===== config.mk =====
export PLATFORM = sky130hd
export DESIGN_NAME = drive_command_arbiter_flat
export DESIGN_NICKNAME = d
export VERILOG_FILES = /design/src/rtl/drive_pkg.sv /design/src/rtl/drive_command_arbiter_if.sv /design/src/rtl/prox_sync_debounce.sv /design/src/rtl/drive_command_arbiter.sv /design/src/flat_wrapper.sv
export SDC_FILE = /design/constraint.sdc
export NUM_CORES = 1
export LEC_CHECK = 0
export CORE_MARGIN = 1
export CORE_UTILIZATION = 60
export CTS_CLUSTER_DIAMETER = 80
export DETAILED_ROUTE_END_ITERATION = 10
export PLACE_DENSITY = 0.8
export SLEW_MARGIN = 20
export SYNTH_ARGS = -nofsm -noshare
export SYNTH_HDL_FRONTEND = slang
export SYNTH_SLANG_ARGS = --single-unit

===== constraint.sdc =====
create_clock -name i_clk_50 -period 3 [get_ports i_clk_50]
set_input_delay 0.3 -clock i_clk_50 [delete_from_list [all_inputs] [get_ports i_clk_50]]
set_output_delay 0.3 -clock i_clk_50 [all_outputs]
set_load 0.05 [all_outputs]

===== src/rtl/drive_pkg.sv =====
// Shared types, ASCII command constants and the byte decoder for the
// drive command arbiter.
package drive_pkg;

    typedef enum logic [2:0] {
        STOP  = 3'd0,
        FWD   = 3'd1,
        REV   = 3'd2,
        LEFT  = 3'd3,
        RIGHT = 3'd4
    } drive_cmd_t;

    typedef enum logic [1:0] {
        STOPPED = 2'd0,
        DRIVE   = 2'd1,
        BLOCKED = 2'd2
    } state_t;

    localparam logic [7:0] CMD_F = 8'h46;
    localparam logic [7:0] CMD_B = 8'h42;
    localparam logic [7:0] CMD_L = 8'h4C;
    localparam logic [7:0] CMD_R = 8'h52;
    localparam logic [7:0] CMD_S = 8'h53;

    typedef struct packed {
        logic       ok;
        drive_cmd_t cmd;
    } decode_t;

    // ok=0 marks a byte that is not one of the five drive letters.
    function automatic decode_t decode_byte(input logic [7:0] b);
        decode_t r;
        r.ok  = 1'b1;
        r.cmd = STOP;
        case (b)
            CMD_F:   r.cmd = FWD;
            CMD_B:   r.cmd = REV;
            CMD_L:   r.cmd = LEFT;
            CMD_R:   r.cmd = RIGHT;
            CMD_S:   r.cmd = STOP;
            default: r.ok  = 1'b0;
        endcase
        return r;
    endfunction

endpackage


===== src/rtl/drive_command_arbiter_if.sv =====
// Byte handshake between the UART receive buffer (master) and the arbiter (slave).
interface drive_command_arbiter_if #(
    parameter int DATA_BITS = 8
) ();
    logic [DATA_BITS-1:0] cmd_data;
    logic                 cmd_valid;
    logic                 cmd_ready;

    modport master (output cmd_data, output cmd_valid, input cmd_ready);
    modport slave  (input cmd_data, input cmd_valid, output cmd_ready);
endinterface


===== src/rtl/prox_sync_debounce.sv =====
// Two-flop synchroniser for the proximity flag plus the quiet-time counter
// that decides when an obstacle has really gone away.
module prox_sync_debounce #(
    parameter int unsigned CLEAR_CYCLES = 25_000_000
) (
    input  logic i_clk,
    input  logic i_rst,
    input  logic i_prox_near,
    input  logic i_clear,
    output logic o_prox_s,
    output logic o_prox_clear
);
    localparam logic [31:0] CNT_LAST = 32'(CLEAR_CYCLES - 1);

    logic        r_meta;
    logic        r_sync;
    logic [31:0] r_cnt;

    // Bring the asynchronous proximity flag into the clock domain.
    always_ff @(posedge i_clk or posedge i_rst) begin
        if (i_rst) begin
            r_meta <= 1'b0;
            r_sync <= 1'b0;
        end else begin
            r_meta <= i_prox_near;
            r_sync <= r_meta;
        end
    end

    // Count consecutive clear cycles; any near sample restarts the window.
    always_ff @(posedge i_clk or posedge i_rst) begin
        if (i_rst) begin
            r_cnt <= '0;
        end else if (i_clear || r_sync) begin
            r_cnt <= '0;
        end else if (r_cnt != CNT_LAST) begin
            r_cnt <= r_cnt + 32'd1;
        end
    end

    assign o_prox_s     = r_sync;
    // The final cycle of the window must itself be clear.
    assign o_prox_clear = !r_sync && (r_cnt == CNT_LAST);

endmodule


===== src/rtl/drive_command_arbiter.sv =====
// Decodes one ASCII drive byte per UART frame into a motor command, with a
// proximity override on forward motion and a command watchdog.
//
// state   | meaning
// STOPPED | motors stopped, waiting for a motion byte
// DRIVE   | motors running the latched command, watchdog counting
// BLOCKED | forward blocked by an obstacle, motors stopped
module drive_command_arbiter
    import drive_pkg::*;
#(
    parameter int unsigned CLK_HZ       = 50_000_000,
    parameter int unsigned TIMEOUT_MS   = 500,
    parameter int unsigned CLEAR_CYCLES = 25_000_000,
    parameter int unsigned DATA_BITS    = 8
) (
    input  logic                    i_clk_50,
    input  logic                    i_reset,
    drive_command_arbiter_if.slave  cmd_bus,
    input  logic                    i_prox_near,
    output drive_cmd_t              o_drive_cmd,
    output logic                    o_blocked,
    output logic                    o_timeout_pulse,
    output logic [7:0]              o_bad_cmd_count
);
    localparam logic [31:0] TIMEOUT_CYCLES = 32'((CLK_HZ / 1000) * TIMEOUT_MS);
    // Expiry is decided on the edge where the count would reach TIMEOUT_CYCLES-1.
    localparam logic [31:0] WD_LAST        = TIMEOUT_CYCLES - 32'd2;

    state_t               r_state;
    drive_cmd_t           r_drive;
    logic                 r_ready;
    logic                 r_valid_q;
    logic                 r_blocked;
    logic                 r_pulse;
    logic [7:0]           r_bad;
    logic [31:0]          r_wd;

    logic [DATA_BITS-1:0] w_data;
    decode_t              w_dec;
    logic                 w_accept;
    logic                 w_motion;
    logic                 w_is_stop;
    logic                 w_bad;
    logic                 w_fwd_in;
    logic                 w_block;
    logic                 w_blk_release;
    logic                 w_prox_s;
    logic                 w_prox_clear;
    logic                 w_clear;

    assign w_data        = cmd_bus.cmd_data;
    assign w_dec         = decode_byte(8'(w_data));
    assign w_accept      = cmd_bus.cmd_valid && !r_valid_q && r_ready;
    assign w_motion      = w_accept && w_dec.ok && (w_dec.cmd != STOP);
    assign w_is_stop     = w_accept && w_dec.ok && (w_dec.cmd == STOP);
    assign w_bad         = w_accept && !w_dec.ok;
    assign w_fwd_in      = w_motion && (w_dec.cmd == FWD);
    // Latched or incoming forward under an obstacle wins over any byte.
    assign w_block       = w_prox_s && (w_fwd_in || ((r_state == DRIVE) && (r_drive == FWD)));
    assign w_blk_release = (r_state == BLOCKED) && w_motion && (w_dec.cmd != FWD);
    // Quiet window only runs while blocked and restarts on every new block.
    assign w_clear       = (r_state != BLOCKED) || w_blk_release;

    prox_sync_debounce #(
        .CLEAR_CYCLES (CLEAR_CYCLES)
    ) u_prox (
        .i_clk        (i_clk_50),
        .i_rst        (i_reset),
        .i_prox_near  (i_prox_near),
        .i_clear      (w_clear),
        .o_prox_s     (w_prox_s),
        .o_prox_clear (w_prox_clear)
    );

    // Control FSM with watchdog, edge detect and bad-byte counter; all outputs registered.
    always_ff @(posedge i_clk_50 or posedge i_reset) begin
        if (i_reset) begin
            r_state   <= STOPPED;
            r_drive   <= STOP;
            r_ready   <= 1'b0;
            r_valid_q <= 1'b1;
            r_blocked <= 1'b0;
            r_pulse   <= 1'b0;
            r_bad     <= 8'd0;
            r_wd      <= 32'd0;
        end else begin
            r_valid_q <= cmd_bus.cmd_valid;
            r_ready   <= 1'b1;
            r_pulse   <= 1'b0;
            if (w_bad && (r_bad != 8'hFF)) begin
                r_bad <= r_bad + 8'd1;
            end
            case (r_state)
                STOPPED: begin
                    if (w_block) begin
                        r_state   <= BLOCKED;
                        r_blocked <= 1'b1;
                    end else if (w_motion) begin
                        r_state <= DRIVE;
                        r_drive <= w_dec.cmd;
                        r_wd    <= 32'd0;
                    end
                end
                DRIVE: begin
                    if (w_block) begin
                        r_state   <= BLOCKED;
                        r_blocked <= 1'b1;
                        r_drive   <= STOP;
                    end else if (w_motion) begin
                        r_drive <= w_dec.cmd;
                        r_wd    <= 32'd0;
                    end else if (w_is_stop) begin
                        r_state <= STOPPED;
                        r_drive <= STOP;
                    end else if (r_wd == WD_LAST) begin
                        r_state <= STOPPED;
                        r_drive <= STOP;
                        r_pulse <= 1'b1;
                    end else begin
                        r_wd <= r_wd + 32'd1;
                    end
                end
                BLOCKED: begin
                    if (w_blk_release) begin
                        r_state   <= DRIVE;
                        r_blocked <= 1'b0;
                        r_drive   <= w_dec.cmd;
                        r_wd      <= 32'd0;
                    end else if (w_prox_clear) begin
                        r_state   <= STOPPED;
                        r_blocked <= 1'b0;
                    end
                end
                default: begin
                    r_state   <= STOPPED;
                    r_drive   <= STOP;
                    r_blocked <= 1'b0;
                end
            endcase
        end
    end

    assign cmd_bus.cmd_ready = r_ready;
    assign o_drive_cmd       = r_drive;
    assign o_blocked         = r_blocked;
    assign o_timeout_pulse   = r_pulse;
    assign o_bad_cmd_count   = r_bad;

endmodule

===== src/flat_wrapper.sv =====
// flat-port wrapper written by rule: the top's interface ports become plain ports
module drive_command_arbiter_flat import drive_pkg::*;
#(
    parameter int unsigned CLK_HZ       = 50_000_000,
    parameter int unsigned TIMEOUT_MS   = 500,
    parameter int unsigned CLEAR_CYCLES = 25_000_000,
    parameter int unsigned DATA_BITS    = 8
)
  (i_clk_50, i_reset, i_prox_near, o_drive_cmd, o_blocked, o_timeout_pulse, o_bad_cmd_count, cmd_bus_cmd_data, cmd_bus_cmd_valid, cmd_bus_cmd_ready);
  drive_command_arbiter_if #(.DATA_BITS(DATA_BITS)) cmd_bus_i ();
  input  logic i_clk_50;
  input  logic i_reset;
  input  logic i_prox_near;
  output drive_cmd_t o_drive_cmd;
  output logic o_blocked;
  output logic o_timeout_pulse;
  output logic [7:0] o_bad_cmd_count;
  input wire logic [$bits(cmd_bus_i.cmd_data)-1:0] cmd_bus_cmd_data;
  input wire logic [$bits(cmd_bus_i.cmd_valid)-1:0] cmd_bus_cmd_valid;
  output wire logic [$bits(cmd_bus_i.cmd_ready)-1:0] cmd_bus_cmd_ready;
  assign cmd_bus_i.cmd_data = cmd_bus_cmd_data;
  assign cmd_bus_i.cmd_valid = cmd_bus_cmd_valid;
  assign cmd_bus_cmd_ready = cmd_bus_i.cmd_ready;
  drive_command_arbiter #(.CLK_HZ(CLK_HZ), .TIMEOUT_MS(TIMEOUT_MS), .CLEAR_CYCLES(CLEAR_CYCLES), .DATA_BITS(DATA_BITS)) u_core (.i_clk_50(i_clk_50), .i_reset(i_reset), .cmd_bus(cmd_bus_i), .i_prox_near(i_prox_near), .o_drive_cmd(o_drive_cmd), .o_blocked(o_blocked), .o_timeout_pulse(o_timeout_pulse), .o_bad_cmd_count(o_bad_cmd_count));
endmodule

After elaboration in Yosys (flattened, before gate mapping)
Cells that the tools add are included.
{"block": "totals", "output_inout_bits": 14, "reg_bits": 83, "input_bits": 12, "elab_cells": 109}
{"block": "classes", "reduce_logical": 30, "add_sub_neg": 3, "eq_ne": 27, "n_mux": 38}
{"operator": "two-way mux 32 bit", "count": 9}
{"operator": "case mux 32 bit (3 select lines)", "count": 1}
{"operator": "adder 32 x 1 -> 32 bit (second input constant)", "count": 2}
{"operator": "== test 32 x 25 -> 1 bit (second input constant)", "count": 2}
{"operator": "== test 8 x 7 -> 1 bit (second input constant)", "count": 5}
{"operator": "inequality test 32 x 25 -> 1 bit (second input constant)", "count": 1}
{"operator": "two-way mux 3 bit", "count": 7}
{"operator": "two-way mux 2 bit", "count": 8}
{"operator": "logical AND 1 bit", "count": 13}
{"operator": "case mux 3 bit (4 select lines)", "count": 1}
{"operator": "two-way mux 1 bit", "count": 9}
{"operator": "inequality test 3 x 2 -> 1 bit (second input constant)", "count": 3}
{"operator": "case mux 3 bit (3 select lines)", "count": 1}
{"operator": "adder 8 x 1 -> 8 bit (second input constant)", "count": 1}
{"operator": "inequality test 8 bit (second input constant)", "count": 1}
{"operator": "AND reduction 4 bit", "count": 2}
{"operator": "AND reduction 7 bit", "count": 1}
{"operator": "== test 3 x 1 -> 1 bit (second input constant)", "count": 2}
{"operator": "inequality test 2 x 1 -> 1 bit (second input constant)", "count": 3}
{"operator": "inequality test 2 bit (second input constant)", "count": 3}
{"operator": "inequality test 3 x 1 -> 1 bit (second input constant)", "count": 2}
{"operator": "case mux 2 bit (3 select lines)", "count": 1}
{"operator": "nonzero test 3 bit", "count": 2}
{"operator": "inequality test 5 x 2 -> 1 bit (second input constant)", "count": 1}
{"operator": "other kinds (13)", "count": 17}

Depth between registers and ports, before layout
Gate-level depths: netlist of run 1.
{"block": "logic_depth", "word_depth": 10, "ltp_mapped": 10, "ltp_nobuf": 9}

Modules after synthesis
From an unflattened synthesis of run 1, not the netlist that was laid out.
{"block": "unflattened", "cells_unflattened": 488, "hier_area_um2": 4668.2}
{"module": "drive_command_arbiter", "area_each_um2": 2891.5, "cells_per_inst": 310, "instances": 1}
{"module": "prox_sync_debounce", "area_each_um2": 1776.7, "cells_per_inst": 178, "instances": 1}

Least setup slack after synthesis of run 1
OpenSTA, ideal clock, no wires.
{"block": "synth_timing", "path_type": "reg-to-reg", "startpoint": "register u_core.r_ready (netlist: u_core.cmd_bus.cmd_ready)", "endpoint": "register u_core.r_wd[3]", "arrival_ps": 2286, "slack_ps": 632, "period_less_slack_ps": 2368, "path_stages_with_launch": 9, "setup_ps": 82, "path_cell_list": "dfrtp_1 -> and3b_1 -> clkbuf_1 -> o2111ai_1 -> a21o_1 -> a211oi_1 -> clkbuf_1 -> a31oi_1 -> a31oi_1"}
{"block": "synth_between", "elab_chain_cells": 8, "word_cells_on_any_way": 19, "cone_classes": "eq/ne: 6; mux: 3; reduce/logical: 10"}
{"item": "start, declared", "line_no": "drive_command_arbiter.sv:31", "source": "logic r_ready;"}
{"item": "start signal, assigned", "line_no": "drive_command_arbiter.sv:80", "source": "r_ready <= 1'b0;"}
{"item": "start signal, assigned", "line_no": "drive_command_arbiter.sv:88", "source": "r_ready <= 1'b1;"}
{"item": "logical AND 1 bit *", "line_no": "drive_command_arbiter.sv:53", "source": "assign w_accept = cmd_bus.cmd_valid && !r_valid_q && r_ready;"}
{"item": "logical AND 1 bit *", "line_no": "drive_command_arbiter.sv:54, drive_command_arbiter.sv:55"}
{"item": "logical AND 1 bit", "line_no": "drive_command_arbiter.sv:54", "source": "assign w_motion = w_accept && w_dec.ok && (w_dec.cmd != STOP);"}
{"item": "logical AND 1 bit", "line_no": "drive_command_arbiter.sv:57", "source": "assign w_fwd_in = w_motion && (w_dec.cmd == FWD);"}
{"item": "logical OR 1 bit", "line_no": "drive_command_arbiter.sv:59", "source": "assign w_block = w_prox_s && (w_fwd_in || ((r_state == DRIVE) && (r_drive == FWD)));"}
{"item": "logical AND 1 bit", "line_no": "drive_command_arbiter.sv:59"}
{"item": "inequality test 2 bit (no source line)"}
{"item": "AND reduction 7 bit (no source line)"}
{"item": "end signal, assigned", "line_no": "drive_command_arbiter.sv:120", "source": "r_wd <= r_wd + 32'd1;"}
{"item": "end, declared", "line_no": "drive_command_arbiter.sv:36", "source": "logic [31:0] r_wd;"}
Every way passes the cells marked *; elsewhere a longest branch is shown, timed or not. The select of a mux whose other input is x is not followed.
A chain may end at the register's enable or synchronous reset.

Final worst setup path of run 1
{"block": "layout_timing", "startpoint": "register u_core.r_wd[0]", "endpoint": "register u_core.r_wd[9]"}
{"block": "layout_between", "elab_chain_cells": 6, "word_cells_on_any_way": 9, "cone_classes": "add/sub: 1; eq/ne: 2; mux: 5; reduce/logical: 1"}
{"item": "adder 32 x 1 -> 32 bit", "line_no": "drive_command_arbiter.sv:120"}
{"item": "two-way mux 32 bit", "line_no": "drive_command_arbiter.sv:115", "source": "end else if (r_wd == WD_LAST) begin"}
{"item": "two-way mux 32 bit", "line_no": "drive_command_arbiter.sv:112", "source": "end else if (w_is_stop) begin"}
{"item": "two-way mux 32 bit", "line_no": "drive_command_arbiter.sv:109", "source": "end else if (w_motion) begin"}
{"item": "two-way mux 32 bit", "line_no": "drive_command_arbiter.sv:105", "source": "if (w_block) begin"}
{"item": "case mux 32 bit (3 select lines)", "line_no": "drive_command_arbiter.sv:93", "source": "case (r_state)"}
Parallel ways exist; a longest one is shown, timed or not. The select of a mux whose other input is x is not followed.

==> results of run 1 <==
==> registers in the layout, indices dropped and copies added (netlist names), 2 cells and up <==
name                    cells
u_core.o_drive_cmd          3
u_core.u_prox.r_cnt        32
u_core.o_bad_cmd_count      8
u_core.r_wd                32
u_core.r_state              2
==> cell type report <==
type	count	share of cell area, %
clock inverter	2	1.152
inverter	11	0.8163
timing repair buffer	43	7.635
multi-input combinational	378	45.28
clock buffer	13	2.857
tap	99	2.377
sequential	83	39.88
==> synthesized netlist by cell type, types with 3 or more instances <==
master / n / area share [%]
a21o_1: 4 / 0.66
a21oi_1: 18 / 2.0
nand2b_1: 4 / 0.55
and2_1: 5 / 0.69
o31ai_1: 4 / 0.66
dfrtp_1: 82 / 45
nor2b_1: 3 / 0.41
xnor2_1: 15 / 2.9
nor2_1: 64 / 5.3
nand3_1: 30 / 3.3
nand4_1: 22 / 3.0
nand2_1: 39 / 3.2
or3_1: 10 / 1.4
a31oi_1: 22 / 3.0
and4_1: 6 / 1.2
a221o_1: 13 / 2.9
ha_1: 4 / 1.1
xor2_1: 18 / 3.5
nor3_1: 14 / 1.5
a41oi_1: 3 / 0.58
mux2_2: 3 / 0.74
and3_1: 22 / 3.0
inv_1: 10 / 0.83
nor4_1: 10 / 1.4
clkbuf_1: 13 / 1.1
nor4b_1: 4 / 0.77
o21ai_0: 5 / 0.55
==> stage by stage <==
stage	total power [mW]	hold slack [ns]	cells	cell area, um2	util [%]
floorplan	1.627	0.3045	487	4542	-
global placement	1.810	0.3311	614	5002	68.60
detailed placement	1.825	0.3416	614	5002	68.60
CTS	2.680	0.3584	629	5211	71.47
global route	2.784	0.3747	629	5211	71.47
finish	2.664	0.3569	629	5211	71.47
==> critical path, stage by stage (launching register included) <==
cell	delay, ns
dfrtp_1	0.40
inv_1	0.08
ha_1	0.19
nor4bb_1	0.26
nand4_1	0.17
o31ai_1	0.27
buf_4	0.17
nand3_1	0.13
o211ai_4	0.28
clkinv_1	0.18
buf_4	0.24
a31oi_1	0.25
==> cells by family (layout without fill, tap and decap cells) <==
group | Yosys count | after routing
other | 1 | 1
adder cells (fa/ha/maj) | 4 | 4
multiplexers | 4 | 4
buffers and inverters | 26 | 69
flip-flops | 83 | 83
AND/OR/NAND/NOR | 252 | 252
XOR/XNOR | 33 | 33
AO/OA/AOI/OAI | 84 | 84
==> worst min path at each step <==
| stage | cells past startpoint | startpoint | endpoint | slack (ns) |
|---|---|---|---|---|
| after floorplan | 0 | cmd_bus_cmd_valid | u_core.r_valid_q | 0.30 |
| after global placement | 0 | u_core.u_prox.r_meta | u_core.u_prox.o_prox_s | 0.33 |
| after detailed placement | 0 | u_core.u_prox.r_meta | u_core.u_prox.o_prox_s | 0.34 |
| after CTS | 0 | u_core.u_prox.r_meta | u_core.u_prox.o_prox_s | 0.36 |
| after global routing | 0 | u_core.u_prox.r_meta | u_core.u_prox.o_prox_s | 0.37 |
| final | 0 | u_core.u_prox.r_meta | u_core.u_prox.o_prox_s | 0.36 |
==> report_power, final <==
part,switching (mW),internal (mW)
Clock,0.370,0.489
Sequential,0.0841,1.18
Combinational,0.346,0.196
Total,0.800,1.86
==> layer usage <==
layer  GRT usage [%]  vias to the layer above  routed length, um
li1                -                     1890                  -
met4           5.772                        0                 93
met2           42.87                      119               4549
met5               0                        -                  0
met3           6.187                       11                535
met1           39.12                     1889               4668
==> results.sh, run 1 <==
export IMPL_drc_errors=0
export IMPL_r2r_start="u_core.r_wd[0]"
export IMPL_synth_fa_ha_area_share_pct=1.102
export IMPL_diodes=0
export IMPL_cap_violations=0
export IMPL_seq_area_frac_synth_pct=45.76
export IMPL_ios=26
export IMPL_grt_ovfl_total=0
export IMPL_die_y_um=89.01
export IMPL_period_minus_slack_ns=2.730
export IMPL_layout_drive_gt1_share_pct=8.679
export IMPL_cts_sinks=83
export IMPL_hold_viol_final=0
export IMPL_min_path_type="reg -> reg"
export IMPL_numCtsBuffers=9
export IMPL_clk_pin_slew_ns=0.08
export IMPL_powerDensity_nw_per_um2=511.1
export IMPL_async_flop_share_pct=100.0
export IMPL_netlist_instances=487
export IMPL_first_global_vias=3493
export IMPL_ctsLongestPathBuffers=2
export IMPL_yosysWarnings=0
export IMPL_grt_use_total_pct=27.29
export IMPL_endpoint="u_core.r_wd[9]"
export IMPL_post_cts_buffers=0
export IMPL_coreArea_um2=7292
export IMPL_cp_end_kind="register"
export IMPL_register_area_um2=2078
export IMPL_post_cts_resized=0
export IMPL_syn_nets=503
export IMPL_start_util_pct=62.29
export IMPL_preCtsSetupSlack_ns=0.04112
export IMPL_max_vdd_ir_drop_mv=0.5830
export IMPL_cts_tree="yes"
export IMPL_syn_to_final_growth_pct=14.74
export IMPL_nets=542
export IMPL_clockRootBuffer="clkbuf_8"
export IMPL_grt_max_degree=46
export IMPL_max_freq_mhz=366.4
export IMPL_skew_ns=0.009242
export IMPL_synth_xor_area_share_pct=6.364
export IMPL_report_final_slew_viol_count=0
export IMPL_path_class="reg -> reg"
export IMPL_cp_startpoint="u_core.r_wd[0]"
export IMPL_yosysUniqueCellTypes=59
export IMPL_drtPass1Iterations=5
export IMPL_drtAntennaViolNets=0
export IMPL_slew_headroom_pct=35.98
export IMPL_p_leak_nw=2.152
export IMPL_vias=3909
export IMPL_post_dp_hpwl_um=6874
export IMPL_tightest_slew_ns=0.9515
export IMPL_cts_max_level=3
export IMPL_synth_simple_gate_area_share_pct=29.64
export IMPL_worst_slack_ns=0.2705
export IMPL_startpoint_type="register"
export IMPL_wirelength_um=9848
export IMPL_synth_compound_area_share_pct=13.69
export IMPL_fillers=594
export IMPL_worstPathRequired_ns=3.25
export IMPL_fp_dieW_um=89.01
export IMPL_hold_buffers=0
export IMPL_clk_latency_ns=0.35
export IMPL_synth_enable_flop_cells=0
export IMPL_avgSynthCellArea_um2=9.326
export IMPL_multi_input_area_um2=2360
export IMPL_grt_pass1_wl_um=16720
export IMPL_final_cell_mix="dfrtp_1, nor2_1, nand2_1"
export IMPL_routedWlPerCell_um=15.66
export IMPL_synth_ff_type="dfrtp_1"
export IMPL_avgViaCountPerCell=6.215
export IMPL_die_area_um2=7922
export IMPL_setup_viol=0
export IMPL_status="finished clean"
export IMPL_synth_top_family_by_area="simple AND/OR/NAND/NOR gates"
export IMPL_gp_congestion=0.8723
export IMPL_layout_commonest_cell="dfrtp_1"
export IMPL_portBuffers=25
export IMPL_rsz0062_at_grt="false"
export IMPL_dr_first_iter_drc_count=365
export IMPL_ys_ff_latch=83
export IMPL_path_max_fanout=17
export IMPL_r2r_slack_ns=0.27
export IMPL_finalSetupTns_ns=0
export IMPL_r2r_end="u_core.r_wd[9]"
export IMPL_reg2reg_depth=11
export IMPL_antenna_found_initial=0
export IMPL_crit_arrival_ns=2.98
export IMPL_row_count=31
export IMPL_synth_mux_area_share_pct=0.9642
export IMPL_syn_cell_area_um2=4542
export IMPL_min_period_over_period_pct=90.98
(Power assumes the default switching activity.)
==> run 2: changes to the inputs <==
- CORE_ASPECT_RATIO: not set -> 1.2
- clock period: 3 -> 2.7 ns (I/O delays scaled with it)
==> run 2 against run 1 <==
Clock power grew 18%. Die area hardly changed. Critical path depth is 3 lower. Wire length increased by 7.9%. Sequential share of layout area is 1.3 points lower. Highest routed layer unchanged.
==> results.sh, run 2 (synthesis results as in run 1) <==
export IMPL_antenna_found_initial=0
export IMPL_period_minus_slack_ns=2.457
export IMPL_avgViaCountPerCell=6.330
export IMPL_total_power_mw=3.058
export IMPL_cp_end_kind="register"
export IMPL_dpl_cell_area_um2=5154
export IMPL_grt_ovfl_total=0
export IMPL_fp_dieW_um=81.43
export IMPL_ctsLongestPathBuffers=2
export IMPL_path_class="in -> reg"
export IMPL_slew_headroom_pct=39.85
export IMPL_startpoint_type="primary input"
export IMPL_layout_drive_gt1_share_pct=11.90
export IMPL_first_global_vias=3997
export IMPL_diodes=0
export IMPL_numCtsBuffers=9
export IMPL_post_dp_hpwl_um=7415
export IMPL_vias=4026
export IMPL_hold_buffers=0
export IMPL_crit_arrival_ns=2.69
export IMPL_skew_ns=0.01233
export IMPL_cts_tree="yes"
export IMPL_path_max_fanout=13
export IMPL_drtAntennaViolNets=0
export IMPL_post_cts_buffers=0
export IMPL_clockRootBuffer="clkbuf_8"
export IMPL_wirelength_um=10630
export IMPL_clk_latency_ns=0.35
export IMPL_ios=26
export IMPL_r2r_start="u_core.r_wd[0]"
export IMPL_coreArea_um2=7274
export IMPL_grt_pass1_wl_um=18330
export IMPL_syn_to_final_growth_pct=18.62
export IMPL_min_path_type="in -> async"
export IMPL_final_cell_mix="dfrtp_1, nor2_1, nand2_1"
export IMPL_hold_viol_final=0
export IMPL_min_period_over_period_pct=91.01
export IMPL_cts_max_level=3
export IMPL_cap_violations=0
export IMPL_drc_errors=0
export IMPL_cp_startpoint="cmd_bus_cmd_data[0]"
export IMPL_rsz0062_at_grt="false"
export IMPL_start_util_pct=62.44
export IMPL_setup_viol=0
export IMPL_post_cts_resized=0
export IMPL_gp_congestion=0.8657
export IMPL_portBuffers=25
export IMPL_tightest_slew_ns=0.8940
export IMPL_cts_sinks=83
export IMPL_clk_pin_slew_ns=0.08
export IMPL_max_freq_mhz=406.9
export IMPL_layout_commonest_cell="dfrtp_1"
export IMPL_p_leak_nw=2.260
export IMPL_max_vdd_ir_drop_mv=0.5590
export IMPL_design_area_um2=5388
export IMPL_routedWlPerCell_um=16.71
export IMPL_powerDensity_nw_per_um2=567.6
export IMPL_worstPathRequired_ns=2.93
export IMPL_row_count=34
export IMPL_dr_first_iter_drc_count=234
export IMPL_report_final_slew_viol_count=0
export IMPL_status="finished clean"
export IMPL_drtPass1Iterations=5
export IMPL_grt_max_degree=56
export IMPL_die_area_um2=7923
export IMPL_nets=557
export IMPL_die_y_um=97.31
export IMPL_grt_use_total_pct=29.42
-- run 2: changes by cell type in the layout (fill, tap and decap cells not counted), sizes merged --
cell	before	now
buf	18	33
clkbuf	13	12
clkinv	2	4
-- run 2: layer usage --
metal  vias to the layer above  GRT usage, %  routed length (um)
met5                         -             0                   0
li1                       1918             -                   -
met3                        21         5.822                 314
met1                      1982         35.28                4533
met4                         0         11.68                 239
met2                       105         50.38                5538
-- run 2: report_power, final --
| part | total, mW | switching, mW | internal [mW] |
|---|---|---|---|
| sequential | 1.41 | 0.0962 | 1.31 |
| combinational | 0.639 | 0.392 | 0.247 |
| clock | 1.01 | 0.442 | 0.572 |
| total | 3.06 | 0.930 | 2.13 |
-- run 2: worst paths after layout --
path | endpoint | slack (ns) | cells after the start
min in group i_clk_50 | u_core.u_prox.o_prox_s | 0.36 | 0
setup reg to reg | u_core.r_wd[6] | 0.29 | 10
max in group asynchronous | u_core.r_wd[16] | 1.79 | 3
setup / recovery | u_core.r_wd[15] | 0.24 | 8
hold / removal | u_core.o_bad_cmd_count[6] | 0.26 | 2
hold reg to reg | u_core.u_prox.o_prox_s | 0.36 | 0
-- run 2: layout make-up --
cell class | instances | area, um2
inverters | 11 | 42.54
clock buffers | 12 | 155.1
clock inverters | 4 | 73.82
repair buffers | 58 | 560.5
multi-input cells | 378 | 2365
well taps | 90 | 112.6
flip-flops and latches | 83 | 2078
fillers | 510 | 1887
-- run 2: stage by stage --
| step | hold WS [ns] | setup WS (ns) | setup TNS, ns | util (%) | std cells |
|---|---|---|---|---|---|
| after CTS | 0.2720 | 0.1554 | 0 | 73.99 | 636 |
| after global routing | 0.3104 | 0.08008 | 0 | 74.06 | 636 |
| after global placement | 0.3324 | -0.05531 | -0.7049 | 70.85 | 620 |
| after floorplan | 0.2745 | 0.2949 | 0 | - | 487 |
| after detailed placement | 0.3411 | -0.1167 | -1.791 | 70.85 | 620 |
| final | 0.2584 | 0.2426 | 0 | 74.06 | 636 |
-- run 2: critical path, cell delays in order --
cell and delay (ns):
clkdlybuf4s50_1 0.42, or4b_4 0.55, or2_4 0.27, a21o_1 0.21, o31ai_4 0.30, o211ai_4 0.14, buf_12 0.17, a221o_1 0.35
